[config.mk]
export PLATFORM = sky130hd
export DESIGN_NAME = operand_fetch_stage_flat
export DESIGN_NICKNAME = d
export VERILOG_FILES = /design/src/rtl/riscv_pkg.sv /design/src/rtl/operand_fetch_stage_if.sv /design/src/rtl/operand_forward_mux.sv /design/src/rtl/operand_fetch_stage.sv /design/src/flat_wrapper.sv
export SDC_FILE = /design/constraint.sdc
export NUM_CORES = 1
export LEC_CHECK = 0
export ABC_AREA = 1
export BUFFER_PORTS_ARGS = -buffer_cell sky130_fd_sc_hd__buf_2
export CAP_MARGIN = 25
export CORE_AREA = 2 2 184 186
export DETAILED_ROUTE_END_ITERATION = 7
export DIE_AREA = 0 0 186 188
export SLEW_MARGIN = 10
export SYNTH_ARGS = -nofsm -noshare
export SYNTH_HDL_FRONTEND = slang
export SYNTH_SLANG_ARGS = --single-unit
export TNS_END_PERCENT = 5
[constraint.sdc]
create_clock -name clock -period 5.77 [get_ports clock]
set_clock_uncertainty 0.2 [all_clocks]
set_input_delay 0.577 -clock clock [delete_from_list [all_inputs] [get_ports clock]]
set_output_delay 0.577 -clock clock [all_outputs]
set_load 0.1 [all_outputs]
[src/rtl/riscv_pkg.sv]
// riscv_pkg: shared widths, forwarding-source enum and the ID/EX register layout
package riscv_pkg;
    localparam int XLEN       = 32;
    localparam int REG_ADDR_W = 5;
    localparam int CTRL_W     = 16;
    typedef enum logic [1:0] {FWD_RF, FWD_WB, FWD_MEM, FWD_EX} fwd_sel_e;
    typedef struct packed {
        logic                  valid;
        logic [REG_ADDR_W-1:0] rd;
        logic                  reg_write;
        logic                  is_load;
        logic [XLEN-1:0]       pc;
        logic [XLEN-1:0]       imm;
        logic [CTRL_W-1:0]     ctrl;
        logic [XLEN-1:0]       rs1_value;
        logic [XLEN-1:0]       rs2_value;
    } idex_t;
endpackage

[src/rtl/operand_fetch_stage_if.sv]
// operand_fetch_stage_if: decode-slot inputs, regfile read port, EX/MEM/WB producer
// taps and the ID/EX register outputs of the operand fetch stage.
// master drives decode/regfile/producer signals; slave (the stage) drives addresses,
// stallOut, the out* register and stallCount.
interface operand_fetch_stage_if;
    import riscv_pkg::*;
    logic                  inValid;
    logic [REG_ADDR_W-1:0] inRs1, inRs2, inRd;
    logic                  inUsesRs1, inUsesRs2, inRegWrite, inIsLoad;
    logic [XLEN-1:0]       inPc, inImm;
    logic [CTRL_W-1:0]     inCtrl;
    logic                  flush;
    logic [REG_ADDR_W-1:0] addressForReading1, addressForReading2;
    logic [XLEN-1:0]       value1, value2;
    logic [XLEN-1:0]       exResult;
    logic [REG_ADDR_W-1:0] memRd, wbRd;
    logic                  memRegWrite, memValid, wbRegWrite;
    logic [XLEN-1:0]       memValue, wbValue;
    logic                  stallOut;
    logic                  outValid, outRegWrite, outIsLoad;
    logic [REG_ADDR_W-1:0] outRd;
    logic [XLEN-1:0]       outPc, outImm, outRs1Value, outRs2Value;
    logic [CTRL_W-1:0]     outCtrl;
    logic [31:0]           stallCount;
    modport master (
        output inValid, inRs1, inRs2, inRd, inUsesRs1, inUsesRs2, inRegWrite, inIsLoad,
               inPc, inImm, inCtrl, flush, value1, value2, exResult, memRd, memRegWrite,
               memValid, memValue, wbRd, wbRegWrite, wbValue,
        input  addressForReading1, addressForReading2, stallOut, outValid, outRd,
               outRegWrite, outIsLoad, outPc, outImm, outCtrl, outRs1Value, outRs2Value,
               stallCount
    );
    modport slave (
        input  inValid, inRs1, inRs2, inRd, inUsesRs1, inUsesRs2, inRegWrite, inIsLoad,
               inPc, inImm, inCtrl, flush, value1, value2, exResult, memRd, memRegWrite,
               memValid, memValue, wbRd, wbRegWrite, wbValue,
        output addressForReading1, addressForReading2, stallOut, outValid, outRd,
               outRegWrite, outIsLoad, outPc, outImm, outCtrl, outRs1Value, outRs2Value,
               stallCount
    );
endinterface

[src/rtl/operand_forward_mux.sv]
// operand_forward_mux: picks one operand from EX, MEM, WB or the regfile read data.
// idx: source register index; *_en/*_rd/*_value: producer taps; rf_value: regfile data;
// value: resolved operand (x0 always reads as zero).
module operand_forward_mux
    import riscv_pkg::*;
(
    input  logic [REG_ADDR_W-1:0] idx,
    input  logic                  ex_en,
    input  logic [REG_ADDR_W-1:0] ex_rd,
    input  logic [XLEN-1:0]       ex_value,
    input  logic                  mem_en,
    input  logic [REG_ADDR_W-1:0] mem_rd,
    input  logic [XLEN-1:0]       mem_value,
    input  logic                  wb_en,
    input  logic [REG_ADDR_W-1:0] wb_rd,
    input  logic [XLEN-1:0]       wb_value,
    input  logic [XLEN-1:0]       rf_value,
    output logic [XLEN-1:0]       value
);
    fwd_sel_e sel;
    always_comb begin
        sel = (ex_en && ex_rd == idx)   ? FWD_EX  :
              (mem_en && mem_rd == idx) ? FWD_MEM :
              (wb_en && wb_rd == idx)   ? FWD_WB  : FWD_RF;
        value = (idx == '0)       ? '0        :
                (sel == FWD_EX)   ? ex_value  :
                (sel == FWD_MEM)  ? mem_value :
                (sel == FWD_WB)   ? wb_value  : rf_value;
    end
endmodule

[src/rtl/operand_fetch_stage.sv]
// operand_fetch_stage: register-read stage with EX/MEM/WB forwarding and load-use stall.
// clock/reset: rising-edge clock, synchronous active-high reset; bus: all stage signals.
module operand_fetch_stage
    import riscv_pkg::*;
(
    input  logic                  clock,
    input  logic                  reset,
    operand_fetch_stage_if.slave  bus
);
    idex_t           idex_q, idex_d;
    logic [31:0]     stall_count_q, stall_count_d;
    logic            hazard, stall, ex_en, mem_en;
    logic [XLEN-1:0] rs1_value, rs2_value;

    assign ex_en  = idex_q.valid & idex_q.reg_write;
    assign mem_en = bus.memValid & bus.memRegWrite;

    operand_forward_mux u_fwd1 (
        .idx(bus.inRs1), .ex_en(ex_en), .ex_rd(idex_q.rd), .ex_value(bus.exResult),
        .mem_en(mem_en), .mem_rd(bus.memRd), .mem_value(bus.memValue),
        .wb_en(bus.wbRegWrite), .wb_rd(bus.wbRd), .wb_value(bus.wbValue),
        .rf_value(bus.value1), .value(rs1_value)
    );
    operand_forward_mux u_fwd2 (
        .idx(bus.inRs2), .ex_en(ex_en), .ex_rd(idex_q.rd), .ex_value(bus.exResult),
        .mem_en(mem_en), .mem_rd(bus.memRd), .mem_value(bus.memValue),
        .wb_en(bus.wbRegWrite), .wb_rd(bus.wbRd), .wb_value(bus.wbValue),
        .rf_value(bus.value2), .value(rs2_value)
    );

    always_comb begin
        hazard = bus.inValid & idex_q.valid & idex_q.is_load & idex_q.reg_write
               & (idex_q.rd != '0)
               & ((bus.inUsesRs1 & (bus.inRs1 == idex_q.rd))
                | (bus.inUsesRs2 & (bus.inRs2 == idex_q.rd)));
        stall = hazard & ~bus.flush & ~reset;
        idex_d           = '0;
        idex_d.valid     = bus.inValid & ~bus.flush & ~stall;
        // Bubbles carry no write/load so nothing downstream forwards from them.
        idex_d.rd        = bus.inRd;
        idex_d.reg_write = idex_d.valid & bus.inRegWrite;
        idex_d.is_load   = idex_d.valid & bus.inIsLoad;
        idex_d.pc        = bus.inPc;
        idex_d.imm       = bus.inImm;
        idex_d.ctrl      = bus.inCtrl;
        idex_d.rs1_value = rs1_value;
        idex_d.rs2_value = rs2_value;
        stall_count_d    = stall_count_q + 32'(stall);
    end

    always_ff @(posedge clock) begin
        if (reset) begin
            idex_q        <= '0;
            stall_count_q <= '0;
        end else begin
            idex_q        <= idex_d;
            stall_count_q <= stall_count_d;
        end
    end

    assign bus.addressForReading1 = bus.inRs1;
    assign bus.addressForReading2 = bus.inRs2;
    assign bus.stallOut           = stall;
    assign bus.outValid           = idex_q.valid;
    assign bus.outRd              = idex_q.rd;
    assign bus.outRegWrite        = idex_q.reg_write;
    assign bus.outIsLoad          = idex_q.is_load;
    assign bus.outPc              = idex_q.pc;
    assign bus.outImm             = idex_q.imm;
    assign bus.outCtrl            = idex_q.ctrl;
    assign bus.outRs1Value        = idex_q.rs1_value;
    assign bus.outRs2Value        = idex_q.rs2_value;
    assign bus.stallCount         = stall_count_q;
endmodule

[src/flat_wrapper.sv]
// flat-port wrapper written by rule: the top's interface ports become plain ports
module operand_fetch_stage_flat import riscv_pkg::*;
  (clock, reset, bus_inValid, bus_inRs1, bus_inRs2, bus_inRd, bus_inUsesRs1, bus_inUsesRs2, bus_inRegWrite, bus_inIsLoad, bus_inPc, bus_inImm, bus_inCtrl, bus_flush, bus_value1, bus_value2, bus_exResult, bus_memRd, bus_memRegWrite, bus_memValid, bus_memValue, bus_wbRd, bus_wbRegWrite, bus_wbValue, bus_addressForReading1, bus_addressForReading2, bus_stallOut, bus_outValid, bus_outRd, bus_outRegWrite, bus_outIsLoad, bus_outPc, bus_outImm, bus_outCtrl, bus_outRs1Value, bus_outRs2Value, bus_stallCount);
  operand_fetch_stage_if bus_i ();
  input  logic clock;
  input  logic reset;
  input wire logic [$bits(bus_i.inValid)-1:0] bus_inValid;
  input wire logic [$bits(bus_i.inRs1)-1:0] bus_inRs1;
  input wire logic [$bits(bus_i.inRs2)-1:0] bus_inRs2;
  input wire logic [$bits(bus_i.inRd)-1:0] bus_inRd;
  input wire logic [$bits(bus_i.inUsesRs1)-1:0] bus_inUsesRs1;
  input wire logic [$bits(bus_i.inUsesRs2)-1:0] bus_inUsesRs2;
  input wire logic [$bits(bus_i.inRegWrite)-1:0] bus_inRegWrite;
  input wire logic [$bits(bus_i.inIsLoad)-1:0] bus_inIsLoad;
  input wire logic [$bits(bus_i.inPc)-1:0] bus_inPc;
  input wire logic [$bits(bus_i.inImm)-1:0] bus_inImm;
  input wire logic [$bits(bus_i.inCtrl)-1:0] bus_inCtrl;
  input wire logic [$bits(bus_i.flush)-1:0] bus_flush;
  input wire logic [$bits(bus_i.value1)-1:0] bus_value1;
  input wire logic [$bits(bus_i.value2)-1:0] bus_value2;
  input wire logic [$bits(bus_i.exResult)-1:0] bus_exResult;
  input wire logic [$bits(bus_i.memRd)-1:0] bus_memRd;
  input wire logic [$bits(bus_i.memRegWrite)-1:0] bus_memRegWrite;
  input wire logic [$bits(bus_i.memValid)-1:0] bus_memValid;
  input wire logic [$bits(bus_i.memValue)-1:0] bus_memValue;
  input wire logic [$bits(bus_i.wbRd)-1:0] bus_wbRd;
  input wire logic [$bits(bus_i.wbRegWrite)-1:0] bus_wbRegWrite;
  input wire logic [$bits(bus_i.wbValue)-1:0] bus_wbValue;
  output wire logic [$bits(bus_i.addressForReading1)-1:0] bus_addressForReading1;
  output wire logic [$bits(bus_i.addressForReading2)-1:0] bus_addressForReading2;
  output wire logic [$bits(bus_i.stallOut)-1:0] bus_stallOut;
  output wire logic [$bits(bus_i.outValid)-1:0] bus_outValid;
  output wire logic [$bits(bus_i.outRd)-1:0] bus_outRd;
  output wire logic [$bits(bus_i.outRegWrite)-1:0] bus_outRegWrite;
  output wire logic [$bits(bus_i.outIsLoad)-1:0] bus_outIsLoad;
  output wire logic [$bits(bus_i.outPc)-1:0] bus_outPc;
  output wire logic [$bits(bus_i.outImm)-1:0] bus_outImm;
  output wire logic [$bits(bus_i.outCtrl)-1:0] bus_outCtrl;
  output wire logic [$bits(bus_i.outRs1Value)-1:0] bus_outRs1Value;
  output wire logic [$bits(bus_i.outRs2Value)-1:0] bus_outRs2Value;
  output wire logic [$bits(bus_i.stallCount)-1:0] bus_stallCount;
  assign bus_i.inValid = bus_inValid;
  assign bus_i.inRs1 = bus_inRs1;
  assign bus_i.inRs2 = bus_inRs2;
  assign bus_i.inRd = bus_inRd;
  assign bus_i.inUsesRs1 = bus_inUsesRs1;
  assign bus_i.inUsesRs2 = bus_inUsesRs2;
  assign bus_i.inRegWrite = bus_inRegWrite;
  assign bus_i.inIsLoad = bus_inIsLoad;
  assign bus_i.inPc = bus_inPc;
  assign bus_i.inImm = bus_inImm;
  assign bus_i.inCtrl = bus_inCtrl;
  assign bus_i.flush = bus_flush;
  assign bus_i.value1 = bus_value1;
  assign bus_i.value2 = bus_value2;
  assign bus_i.exResult = bus_exResult;
  assign bus_i.memRd = bus_memRd;
  assign bus_i.memRegWrite = bus_memRegWrite;
  assign bus_i.memValid = bus_memValid;
  assign bus_i.memValue = bus_memValue;
  assign bus_i.wbRd = bus_wbRd;
  assign bus_i.wbRegWrite = bus_wbRegWrite;
  assign bus_i.wbValue = bus_wbValue;
  assign bus_addressForReading1 = bus_i.addressForReading1;
  assign bus_addressForReading2 = bus_i.addressForReading2;
  assign bus_stallOut = bus_i.stallOut;
  assign bus_outValid = bus_i.outValid;
  assign bus_outRd = bus_i.outRd;
  assign bus_outRegWrite = bus_i.outRegWrite;
  assign bus_outIsLoad = bus_i.outIsLoad;
  assign bus_outPc = bus_i.outPc;
  assign bus_outImm = bus_i.outImm;
  assign bus_outCtrl = bus_i.outCtrl;
  assign bus_outRs1Value = bus_i.outRs1Value;
  assign bus_outRs2Value = bus_i.outRs2Value;
  assign bus_stallCount = bus_i.stallCount;
  operand_fetch_stage u_core (.clock(clock), .reset(reset), .bus(bus_i));
endmodule
==> out/results.txt <==
The die width came out at 186 um. For the top achievable clock speed, the log shows 0.289 GHz. The number of antenna violations at the first check in global routing was 7.

Summed over all failing endpoints, the final setup total negative slack is 0 ns. Once the floorplan was initialized, standard cells occupied 26.2% of the core. Data arrives at the worst endpoint at 3.57 ns. The cell repeated most along the worst path is sky130_fd_sc_hd__nand2_1. The run gives 6.66 nW as the reported leakage power.

Count of final hold-check violations: 0. The count of cell types in the netlist came out at 38. The post-cts resize count is 0. Wire length of the first global-routing pass: 54,100 um. Sequential cells burn 39.3% of the power. The switching fraction of total power is 39.1%, and the average detailed-routed wire length per instance is 16.7 um. Setup repair after global routing left no endpoint under its margin.

Summing every instance area after synthesis gives 8690 um2. For this design, the CTS-stage hold fixing added 0 buffers. Sequential cells were found to cover 42.4% of the synthesized design area.

The overall fraction of global-route tracks in use is 20.5%. The H-tree was split into 4 levels. Synthesis-to-finish area growth: 37.8%.

The buffer cell driving the clock tree root was sky130_fd_sc_hd__clkbuf_16. For this design the ratio of total power to cell area is 287 nW/um2. The tightest min-delay check is of the in2reg type.

The Yosys step of the flow raised 0 warnings. Of the total synthesized cell area, the portion taken by AND, OR, NAND and NOR gates is 30.6%. In the final design database the tool counted 1,996 nets.

Leaving out fill and tap cells, the most frequent cell in the layout is sky130_fd_sc_hd__buf_2. The clock drives 184 sinks. VDD sags by at most 0.199 mV. The largest total area in the synthesized netlist belongs to sky130_fd_sc_hd__dfxtp_1. The run gives 0 as the sum of overflow across all layers after global routing. Summing the areas of all fa, ha and maj instances in the mapped netlist gives 0.288% of the synthesized area.

The area of combinational cells with multiple inputs is 3730 um2, and the mux share of post-synthesis cell area is 0%. The number of vias per cell after detailed routing works out to 4.52. Traced cell by cell, the critical path runs through inv_1 -> nand2_1 -> nand2_1 -> nor2_4 -> nand3_1 -> o21ai_0 -> inv_1 -> nor3_2 -> ha_1 -> ha_1 -> nand2_1 -> nor2_1 -> nand2_1 -> nor2_4 -> nand3_2 -> nor2_1 -> nand2_1 -> nor2_1 -> nor3b_2.

The logs give 9,592 for the via count of the first global-routing pass and 14,000 um for the met1 wire length. The clock network is responsible for 35.5% of the overall power. In the synthesized netlist, the number of instances is 1,280. For the remaining number of nets flagged by the antenna check after routing, the log shows 0. The critical setup path kind is reg2reg.

Entering global routing, the biggest net connects 84 pins. For the top-level port count, the log shows 471. The fraction of registers with async set or reset after synthesis came out at 0%. The share of total power dissipated in combinational logic is 25.2%. The run gives 0 as the final count of negative-setup-slack endpoints. In this run the vertical extent of the chip is 188 um.

Cells with a size suffix above 1 make up 32.2% of the layout. The highest metal layer carrying signal wires in the routed design is met5. The synthesized-area fraction occupied by ao, oa, aoi and oai cells was 10.9%. STA classifies the critical path endpoint as a register. In the layout the commonest cells are sky130_fd_sc_hd__buf_2 (469), sky130_fd_sc_hd__inv_1 (237), sky130_fd_sc_hd__nand2_1 (236), sky130_fd_sc_hd__nor2_1 (219), sky130_fd_sc_hd__dfxtp_1 (184). In the routed design, unresolved DRC markers number 0. Clock latency on the worst-skew pair, taken at its later pin, is 0.46 ns. The leading register cell type out of synthesis was sky130_fd_sc_hd__dfxtp_1. Summed over all nets, the half-perimeter wirelength after detailed placement is 28,300 um.

Internal power comes to 0.00209 W. The number of buffers inserted during clock tree synthesis came out at 17. The run gives 3,619 as the count of filler cells inserted in the layout. The worst path uses 59.9% of the clock period.

The tools report the met3 wirelength from detailed routing as 3140 um. The run gives 9,865 as the overall via count from detail_route. After detailed routing, the met2 layer carries 17,900 um of wire. Buffers added to address setup during post-CTS repair amount to 0.

After synthesis the netlist holds a flip-flop and latch count of 184. The flow ran to the end, and the final reports show no timing, DRC or antenna violations. The total net switching power was 0.00135 W; the worst slew margin relative to its limit was 42.5%.

The die area is 35,000 um2, and the sequential cell area is 3680 um2. The tools report the total wirelength of the detailed-routed design as 36,400 um. Summing the areas of all xor and xnor instances in the mapped netlist gives 1.01% of the synthesized area. A synthesized cell averages 6.79 um2. Clock-pin slew was measured on the worst setup and hold paths at 0.08 ns.

By area the synthesized netlist is led by sky130_fd_sc_hd__dfxtp_1 (42%), sky130_fd_sc_hd__inv_1 (10%), sky130_fd_sc_hd__nand2_1 (10%), sky130_fd_sc_hd__nor2_1 (9.5%), sky130_fd_sc_hd__nand3_1 (4.8%). When the netlist entered floorplanning its net count stood at 1,558. The data required time of the worst path is 5.88 ns. The total power was 0.00344 W. The launching element type of the critical path was a register. TritonCTS built the clock tree. Across the run, the number of max-cap violations was 0.

During placement, the flow inserted port buffers numbering 470. By area, the combinational part of the netlist is dominated by simple AND/OR/NAND/NOR gates. After synthesis, the largest area contributor takes up 42.4% of total cell area.

Routability-driven placement finished with a final weighted congestion of 0.895. The maximum buffer depth of the clock tree came out at 2. The largest individual stage delay along the critical path comes from the cell sky130_fd_sc_hd__dfxtp_1.

For the pin with the worst max-slew slack, the measured transition is 0.863 ns. The clock period could shrink to 3.45 ns. The tools report the placement row count as 67. The floorplan step defined a core boundary enclosing 33,100 um2.

The delay of the slowest critical-path stage was 0.44 ns. The largest fanout of any net on the critical path is 5, and the number of detailed-routing iterations run before antenna repair is 5. The number of synthesized flops with an enable pin was 0; the count of final max-slew check failures was 0. The first routing iteration left 474 violations.
[cells by family after synthesis]
| kind of cell | after synthesis |
|---|---|
| simple gates | 613 |
| buf+inv | 308 |
| flops | 184 |
| compound gates | 163 |
| xor+xnor | 10 |
| fa+ha+maj | 2 |
[cell type report]
class	instances	share of cell area, %
repair buffers	479	20.5
inverters	248	7.78
well taps	448	4.68
clock inverters	15	1.51
flip-flops and latches	184	30.8
diodes	5	0.105
multi-input cells	788	31.1
clock buffers	17	3.55
[through the flow]
| stage | cell area [um2] | hold WS [ns] | cells | utilization, % | setup slack (ns) |
|---|---|---|---|---|---|
| floorplan | 8690 | 0.484 | 1280 | - | 0.874 |
| global placement | 11300 | 0.271 | 2144 | 34.1 | 2.09 |
| detailed placement | 11400 | 0.280 | 2147 | 34.3 | 1.93 |
| CTS | 12000 | 0.0784 | 2179 | 36.1 | 2.32 |
| global route | 12000 | 0.0913 | 2183 | 36.1 | 1.91 |
| finish | 12000 | 0.112 | 2184 | 36.1 | 2.32 |
[state kept, by name (all words and copies together) (netlist names)]
register                flops
u_core.bus.outImm          32
u_core.bus.outPc           32
u_core.bus.outRs1Value     32
u_core.bus.outRs2Value     32
u_core.bus.stallCount      32
u_core.bus.outCtrl         16
u_core.bus.outRd            5
u_core.bus.outIsLoad        1
u_core.bus.outRegWrite      1
u_core.bus.outValid         1
[cell usage after synthesis (14+ instances only)]
| cell type | instances |
|---|---|
| sky130_fd_sc_hd__o21ai_0 | 51 |
| sky130_fd_sc_hd__inv_1 | 237 |
| sky130_fd_sc_hd__a21oi_1 | 57 |
| sky130_fd_sc_hd__dfxtp_1 | 184 |
| sky130_fd_sc_hd__nand3_1 | 84 |
| sky130_fd_sc_hd__buf_4 | 14 |
| sky130_fd_sc_hd__o211ai_1 | 49 |
| sky130_fd_sc_hd__nor3_1 | 17 |
| sky130_fd_sc_hd__clkbuf_1 | 22 |
| sky130_fd_sc_hd__nor2_1 | 219 |
| sky130_fd_sc_hd__nand2_1 | 236 |
| sky130_fd_sc_hd__or2_2 | 18 |
[power by group through the flow]
stage	combinational [W]	sequential, W	clock [W]
finish	0.000866	0.00135	0.00122
global route	0.000913	0.00136	0.00130
CTS	0.000867	0.00135	0.00125
detailed placement	0.000866	0.00138	0
global placement	0.000862	0.00138	0
floorplan	0.000185	0.00183	0
[worst max-delay path: cells and delay by family (launching register included)]
kind,cells,cell delay [ns]
AND/OR/NAND/NOR,14,1.81
flip-flops,1,0.44
adder cells (fa/ha/maj),2,0.43
AO/OA/AOI/OAI,1,0.22
buffers and inverters,2,0.21
[worst paths after layout]
path	slack [ns]	startpoint	cells past startpoint	to
setup / recovery	2.32	u_core.bus.outRd[1]$_SDFF_PP0_	19	u_core.bus.stallCount[22]$_SDFF_PP0_
hold / removal	0.11	bus_inImm[1]	3	u_core.bus.outImm[1]$_SDFF_PP0_
setup reg to reg	2.32	u_core.bus.outRd[1]$_SDFF_PP0_	19	u_core.bus.stallCount[22]$_SDFF_PP0_
hold reg to reg	0.29	u_core.bus.stallCount[31]$_SDFF_PP0_	2	u_core.bus.stallCount[31]$_SDFF_PP0_
[layer usage]
metal  track usage [%]  vias up
li1                  -     4808
met1              22.7     4477
met2              35.8      513
met3              5.42       63
met4              10.7        4
met5                 0        -
Power figures use the tool's default switching activity.
